<file path="src/rtl/q_update_engine_if.sv">
// RAM-side bus of the Q-update engine: registered-read port plus write port
// of the 64-entry action RAM.
interface q_update_engine_if #(
  parameter int DATA_W = 16
);
  logic              ram_en;
  logic [5:0]        ram_rd_addr;
  logic [DATA_W-1:0] ram_rd_data;
  logic [5:0]        ram_wr_addr;
  logic              ram_write_en;
  logic [DATA_W-1:0] ram_wr_data;

  modport master (
    output ram_en, ram_rd_addr, ram_wr_addr, ram_write_en, ram_wr_data,
    input  ram_rd_data
  );
  modport slave (
    input  ram_en, ram_rd_addr, ram_wr_addr, ram_write_en, ram_wr_data,
    output ram_rd_data
  );
endinterface

</file>
<file path="src/rtl/q_update_engine.sv">
// Q-learning write-back stage: reads Q(s,a) and Q(s',0..3), writes back
// Q + alpha*(r + gamma*maxQ' - Q). Optional QUPD_TERMINAL_EN adds a terminal input.
module q_update_engine #(
  parameter int DATA_W      = 16,
  parameter int ALPHA_SHIFT = 2,
  parameter int GAMMA_SHIFT = 3
) (
  input  logic              clk,
  input  logic              rst,
  input  logic              start,
  input  logic [3:0]        state_cur,
  input  logic [1:0]        action_cur,
  input  logic [3:0]        state_next,
  input  logic [DATA_W-1:0] reward,
`ifdef QUPD_TERMINAL_EN
  input  logic              terminal,
`endif
  output logic              busy,
  output logic              done,
  output logic [DATA_W-1:0] q_new,
  output logic [1:0]        best_action,
  q_update_engine_if.master ram
);
  localparam int CW = DATA_W + 2;

  typedef enum logic [2:0] {
    IDLE  = 3'd0,
    READ  = 3'd1,
    DRAIN = 3'd2,
    CALC  = 3'd3,
    WRITE = 3'd4
  } st_t;

  typedef struct packed {
    logic [3:0]        s;
    logic [1:0]        a;
    logic [3:0]        sn;
    logic [DATA_W-1:0] r;
    logic              term;
  } req_t;

  st_t                      st, st_nx;
  req_t                     req;
  logic [2:0]               cnt;
  logic signed [DATA_W-1:0] q_cur, max_q;
  logic [1:0]               max_idx;
  logic                     cap_nxt;
  logic [1:0]               cap_idx;
  logic signed [CW-1:0]     mx, qx, rx, gq, tgt, td, res;
  logic [DATA_W-1:0]        res_sat;

  always_ff @(posedge clk or posedge rst) begin
    if (rst) st <= IDLE;
    else     st <= st_nx;
  end

  always_comb begin
    st_nx = st;
    unique case (st)
      IDLE:    if (start) st_nx = READ;
      READ:    if (cnt == 3'd4) st_nx = DRAIN;
      DRAIN:   st_nx = CALC;
      CALC:    st_nx = WRITE;
      WRITE:   st_nx = IDLE;
      default: st_nx = IDLE;
    endcase
  end

  always_comb begin
    busy             = 1'b0;
    done             = 1'b0;
    ram.ram_en       = 1'b0;
    ram.ram_write_en = 1'b0;
    if (st != IDLE) begin
      busy       = 1'b1;
      ram.ram_en = 1'b1;
    end
    if (st == WRITE) begin
      done             = 1'b1;
      ram.ram_write_en = 1'b1;
    end
  end

  // Read data lags its address by one cycle, so Q(s',k) arrives while cnt=k+2;
  // the last next-state entry lands during DRAIN.
  always_comb begin
    cap_nxt = (st == DRAIN) || (st == READ && cnt >= 3'd2);
    cap_idx = (st == DRAIN) ? 2'd3 : cnt[1:0] - 2'd2;
  end

  always_comb begin
    mx  = CW'(max_q);
    qx  = CW'(q_cur);
    rx  = CW'($signed(req.r));
    gq  = mx - (mx >>> GAMMA_SHIFT);
    if (req.term) gq = '0;
    tgt = rx + gq;
    td  = tgt - qx;
    res = qx + (td >>> ALPHA_SHIFT);
    // Saturate when the bits above the result sign disagree with it.
    if (res[CW-1:DATA_W-1] == '0 || res[CW-1:DATA_W-1] == '1)
      res_sat = res[DATA_W-1:0];
    else if (res[CW-1])
      res_sat = {1'b1, {(DATA_W-1){1'b0}}};
    else
      res_sat = {1'b0, {(DATA_W-1){1'b1}}};
  end

  always_ff @(posedge clk or posedge rst) begin
    if (rst) begin
      req             <= '0;
      cnt             <= '0;
      q_cur           <= '0;
      max_q           <= '0;
      max_idx         <= '0;
      q_new           <= '0;
      best_action     <= '0;
      ram.ram_rd_addr <= '0;
      ram.ram_wr_addr <= '0;
      ram.ram_wr_data <= '0;
    end else begin
      if (st == IDLE && start) begin
        req.s           <= state_cur;
        req.a           <= action_cur;
        req.sn          <= state_next;
        req.r           <= reward;
`ifdef QUPD_TERMINAL_EN
        req.term        <= terminal;
`else
        req.term        <= 1'b0;
`endif
        cnt             <= '0;
        ram.ram_rd_addr <= {state_cur, action_cur};
      end
      if (st == READ) begin
        cnt <= cnt + 3'd1;
        if (cnt != 3'd4) ram.ram_rd_addr <= {req.sn, cnt[1:0]};
        if (cnt == 3'd1) q_cur <= $signed(ram.ram_rd_data);
      end
      // Strict compare keeps the lowest action index on ties.
      if (cap_nxt && (cap_idx == 2'd0 || $signed(ram.ram_rd_data) > max_q)) begin
        max_q   <= $signed(ram.ram_rd_data);
        max_idx <= cap_idx;
      end
      if (st == CALC) begin
        q_new           <= res_sat;
        best_action     <= max_idx;
        ram.ram_wr_data <= res_sat;
        ram.ram_wr_addr <= {req.s, req.a};
      end
    end
  end
endmodule

</file>
<file path="src/flat_wrapper.sv">
// flat-port wrapper written by rule: the top's interface ports become plain ports
module q_update_engine_flat 
#(
  parameter int DATA_W      = 16,
  parameter int ALPHA_SHIFT = 2,
  parameter int GAMMA_SHIFT = 3
)
  (clk, rst, start, state_cur, action_cur, state_next, reward, busy, done, q_new, best_action, ram_ram_en, ram_ram_rd_addr, ram_ram_wr_addr, ram_ram_write_en, ram_ram_wr_data, ram_ram_rd_data);
  q_update_engine_if #(.DATA_W(DATA_W)) ram_i ();
  input  logic clk;
  input  logic rst;
  input  logic start;
  input  logic [3:0] state_cur;
  input  logic [1:0] action_cur;
  input  logic [3:0] state_next;
  input  logic [DATA_W-1:0] reward;
  output logic busy;
  output logic done;
  output logic [DATA_W-1:0] q_new;
  output logic [1:0] best_action;
  output wire logic [$bits(ram_i.ram_en)-1:0] ram_ram_en;
  output wire logic [$bits(ram_i.ram_rd_addr)-1:0] ram_ram_rd_addr;
  output wire logic [$bits(ram_i.ram_wr_addr)-1:0] ram_ram_wr_addr;
  output wire logic [$bits(ram_i.ram_write_en)-1:0] ram_ram_write_en;
  output wire logic [$bits(ram_i.ram_wr_data)-1:0] ram_ram_wr_data;
  input wire logic [$bits(ram_i.ram_rd_data)-1:0] ram_ram_rd_data;
  assign ram_ram_en = ram_i.ram_en;
  assign ram_ram_rd_addr = ram_i.ram_rd_addr;
  assign ram_ram_wr_addr = ram_i.ram_wr_addr;
  assign ram_ram_write_en = ram_i.ram_write_en;
  assign ram_ram_wr_data = ram_i.ram_wr_data;
  assign ram_i.ram_rd_data = ram_ram_rd_data;
  q_update_engine #(.DATA_W(DATA_W), .ALPHA_SHIFT(ALPHA_SHIFT), .GAMMA_SHIFT(GAMMA_SHIFT)) u_core (.clk(clk), .rst(rst), .start(start), .state_cur(state_cur), .action_cur(action_cur), .state_next(state_next), .reward(reward), .busy(busy), .done(done), .q_new(q_new), .best_action(best_action), .ram(ram_i));
endmodule
</file>
<file path="config.mk">
export PLATFORM = sky130hd
export DESIGN_NAME = q_update_engine_flat
export DESIGN_NICKNAME = d
export VERILOG_FILES = /design/src/rtl/q_update_engine_if.sv /design/src/rtl/q_update_engine.sv /design/src/flat_wrapper.sv
export SDC_FILE = /design/constraint.sdc
export NUM_CORES = 1
export LEC_CHECK = 0
export CORE_AREA = 5 5 121 123
export DETAILED_ROUTE_END_ITERATION = 12
export DIE_AREA = 0 0 126 128
export GPL_TIMING_DRIVEN = 0
export MAX_ROUTING_LAYER = met4
export PLACE_DENSITY = 0.77
export RECOVER_POWER = 100
export SYNTH_ARGS = -nofsm -noshare
export SYNTH_HDL_FRONTEND = slang
export SYNTH_SLANG_ARGS = --single-unit
</file>
<file path="constraint.sdc">
create_clock -name clk -period 10.8 [get_ports clk]
set_input_delay 3.24 -clock clk [delete_from_list [all_inputs] [get_ports clk]]
set_output_delay 3.24 -clock clk [all_outputs]
set_load 0.01 [all_outputs]
</file>
==> metrics.yaml <==
grt_use_total: 0.2278
worstPathMaxFanout: 10
syn_nets: 915
fin_setup_tns_ns: 0
final_hold_viol_count: 0
finalSetupViolations: 0
dr.first_iter.drc_count: 362
ys_types: 62
violations: "capacitance limit"
cp.arrival_ns: 6.49
portBuffers: 94
synth-seq-area-share: 0.3340
synthToLayoutAreaGrowth_pct: 20.30
syn_inst: 783
clk_pin_slew_ns: 0.07
row_count: 43
clk_latency_ns: 0.36
slew_headroom: 0.007943
grt_pass1_vias: 5808
clock_sinks: 96
synth-main-ff-cell: "dfrtp_1"
ant_nets: 0
grt.overflow.total: 0
cts_hold_buf: 0
synth_top_area_frac: 0.3340
globalplace.congestion: 0.8932
start_kind: "input pin"
synth_area_per_cell_um2: 9.185
min_path_type: "reg -> reg"
hold_depth: 2
fin_area_um2: 8652
drive_gt1_frac: 0.06823
hold_path_end: "u_core.ram.ram_wr_addr[2]"
clock-root-buffer: "clkbuf_16"
r2r_setup_slack_ns: 4.78
drv_cap: 1
grt_pass1_wl_mm: 28.75
nNetsFinal: 1021
rsz0062_at_grt: "no"
num-fill-cells: 1158
hpwl_mm: 13.58
yosys.cell_count.top_type: "dfrtp_1"
fin_crit_ns: 6.269
ys_warn_count: 0
h-tree-depth: 3
grt_max_degree: 67
routed_wl_mm: 17.35
die_h_um: 128
start_util: 0.5305
numCtsBuffers: 9
drc: 0
yosys-top-cells-area: "dfrtp_1 (33%), ha_1 (9.6%), fa_1 (8.9%), nand2_1 (4.9%), inv_1 (4.5%)"
dieArea_um2: 16130
drt-pass1-iter-count: 5
fmax_ghz: 0.1595
finClkSkew_ns: 0.01007
core_area_um2: 13560
path_class: "in -> reg"
wl_per_cell_um: 16.15
slew_violations: 0
fin_crit_sh: 0.5805
cts_tree: "yes"
synth_top_cell_by_area: "dfrtp_1"
via_per_inst: 5.593
synthArstFlopShare: 1.000
yosys-top-cells-count: "dfrtp_1 (96), nand2_1 (93), inv_1 (87)"
timing.rr.start: "u_core.max_q[6]"
synth-edff-count: 0
diodes: 0
fp.dieW_um: 126
vias: 6007
cts_setup_buffers: 0
r2r-end: "u_core.ram.ram_wr_data[12]"
cts.repair.resized: 0
cts_max_path_buffers: 2
antenna_found_initial: 0
cp.required_ns: 11.02
tightest_slew_ns: 1.480
postPlaceCellArea_um2: 8388
netlist_area_um2: 7192
pin_count: 95
final_util: 0.6382
holdWs_ns: 0.4772
endpoint_kind: "flip-flop"
reg2reg_depth: 21
ys_ff_latch: 96
min-delay-start: "u_core.ram.ram_wr_addr[2]"
status: "finished, violations left"
[flip-flops by register name, summed over array words and instances (netlist names)]
name,cells
u_core.req,26
u_core.best_action,2
u_core.max_idx,2
u_core.st,3
u_core.ram.ram_wr_addr,6
u_core.cnt,3
u_core.ram.ram_wr_data,16
u_core.ram.ram_rd_addr,6
u_core.q_cur,16
u_core.max_q,16
[kinds of logic (layout without fill, tap and decap cells)]
family,after synthesis,after routing,share of synthesized area
buf+inv,143,254,0.08820
flops,96,96,0.3340
compound gates,227,227,0.2131
xor+xnor,22,22,0.02679
mux,17,17,0.02644
fa+ha+maj,92,92,0.1917
simple gates,186,186,0.1197
[worst max path at each step]
| stage | cells after the start | slack [ns] | to | startpoint |
|---|---|---|---|---|
| 2_1_floorplan | 1 | 5.05 | u_core.best_action[0] | rst |
| 3_3_place_gp | 2 | 3.51 | u_core.max_q[15] | rst |
| 3_5_place_dp | 10 | 4.93 | u_core.max_q[0] | ram_ram_rd_data[1] |
| 4_1_cts | 21 | 5.19 | u_core.ram.ram_wr_data[14] | u_core.max_q[6] |
| 5_1_grt | 9 | 4.26 | u_core.max_idx[0] | ram_ram_rd_data[15] |
| 6_report | 9 | 4.53 | u_core.max_idx[0] | ram_ram_rd_data[15] |
[cell type report]
| type | count | area, um^2 | area share |
|---|---|---|---|
| clock buffers | 9 | 225.2 | 0.02603 |
| clock inverters | 7 | 85.08 | 0.009834 |
| flip-flops and latches | 96 | 2402 | 0.2777 |
| inverters | 87 | 327.8 | 0.03789 |
| plain buffers | 56 | 290.3 | 0.03355 |
| multi-input cells | 544 | 4128 | 0.4771 |
| repair buffers | 95 | 968.4 | 0.1119 |
| well taps | 180 | 225.2 | 0.02603 |
[critical path, stage by stage]
cell and delay [ns]:
dlygate4sd3_1 0.61, ha_1 0.37, nand4_1 0.17, nor4_1 0.09, a2111oi_0 0.95, clkbuf_1 0.44, inv_1 0.17, a31oi_1 0.31
o32ai_1 0.14
[placed cells by master, fill, tap and decap left out, types with 19 or more instances in the layout]
cell type        synthesis  final
dfrtp_1                 96     96
o21ai_0                 63     69
clkdlybuf4s50_1          0     26
nor2_1                  27     27
dlygate4sd3_1            0     68
inv_1                   87     86
ha_1                    55     55
nand2_1                 93     93
fa_1                    32     32
a21oi_1                 43     44
nand3_1                 21     21
buf_4                   19     19
clkbuf_1                28     33
[metal layers]
layer  share of wire  GRT usage
met5               0          -
met2            0.46     0.3565
met4           0.018    0.06877
met1            0.47     0.3107
met3           0.051    0.03333
[per-stage QoR]
step / setup WS, ns / std cells
after floorplan: 5.055 / 783
after global placement: 3.515 / 1057
after detailed placement: 4.928 / 1058
after CTS: 5.195 / 1074
after global routing: 4.256 / 1074
final: 4.531 / 1074
Power is not shown: default switching activity piles up to over one toggle a cycle in this logic, so the estimate is an artifact.
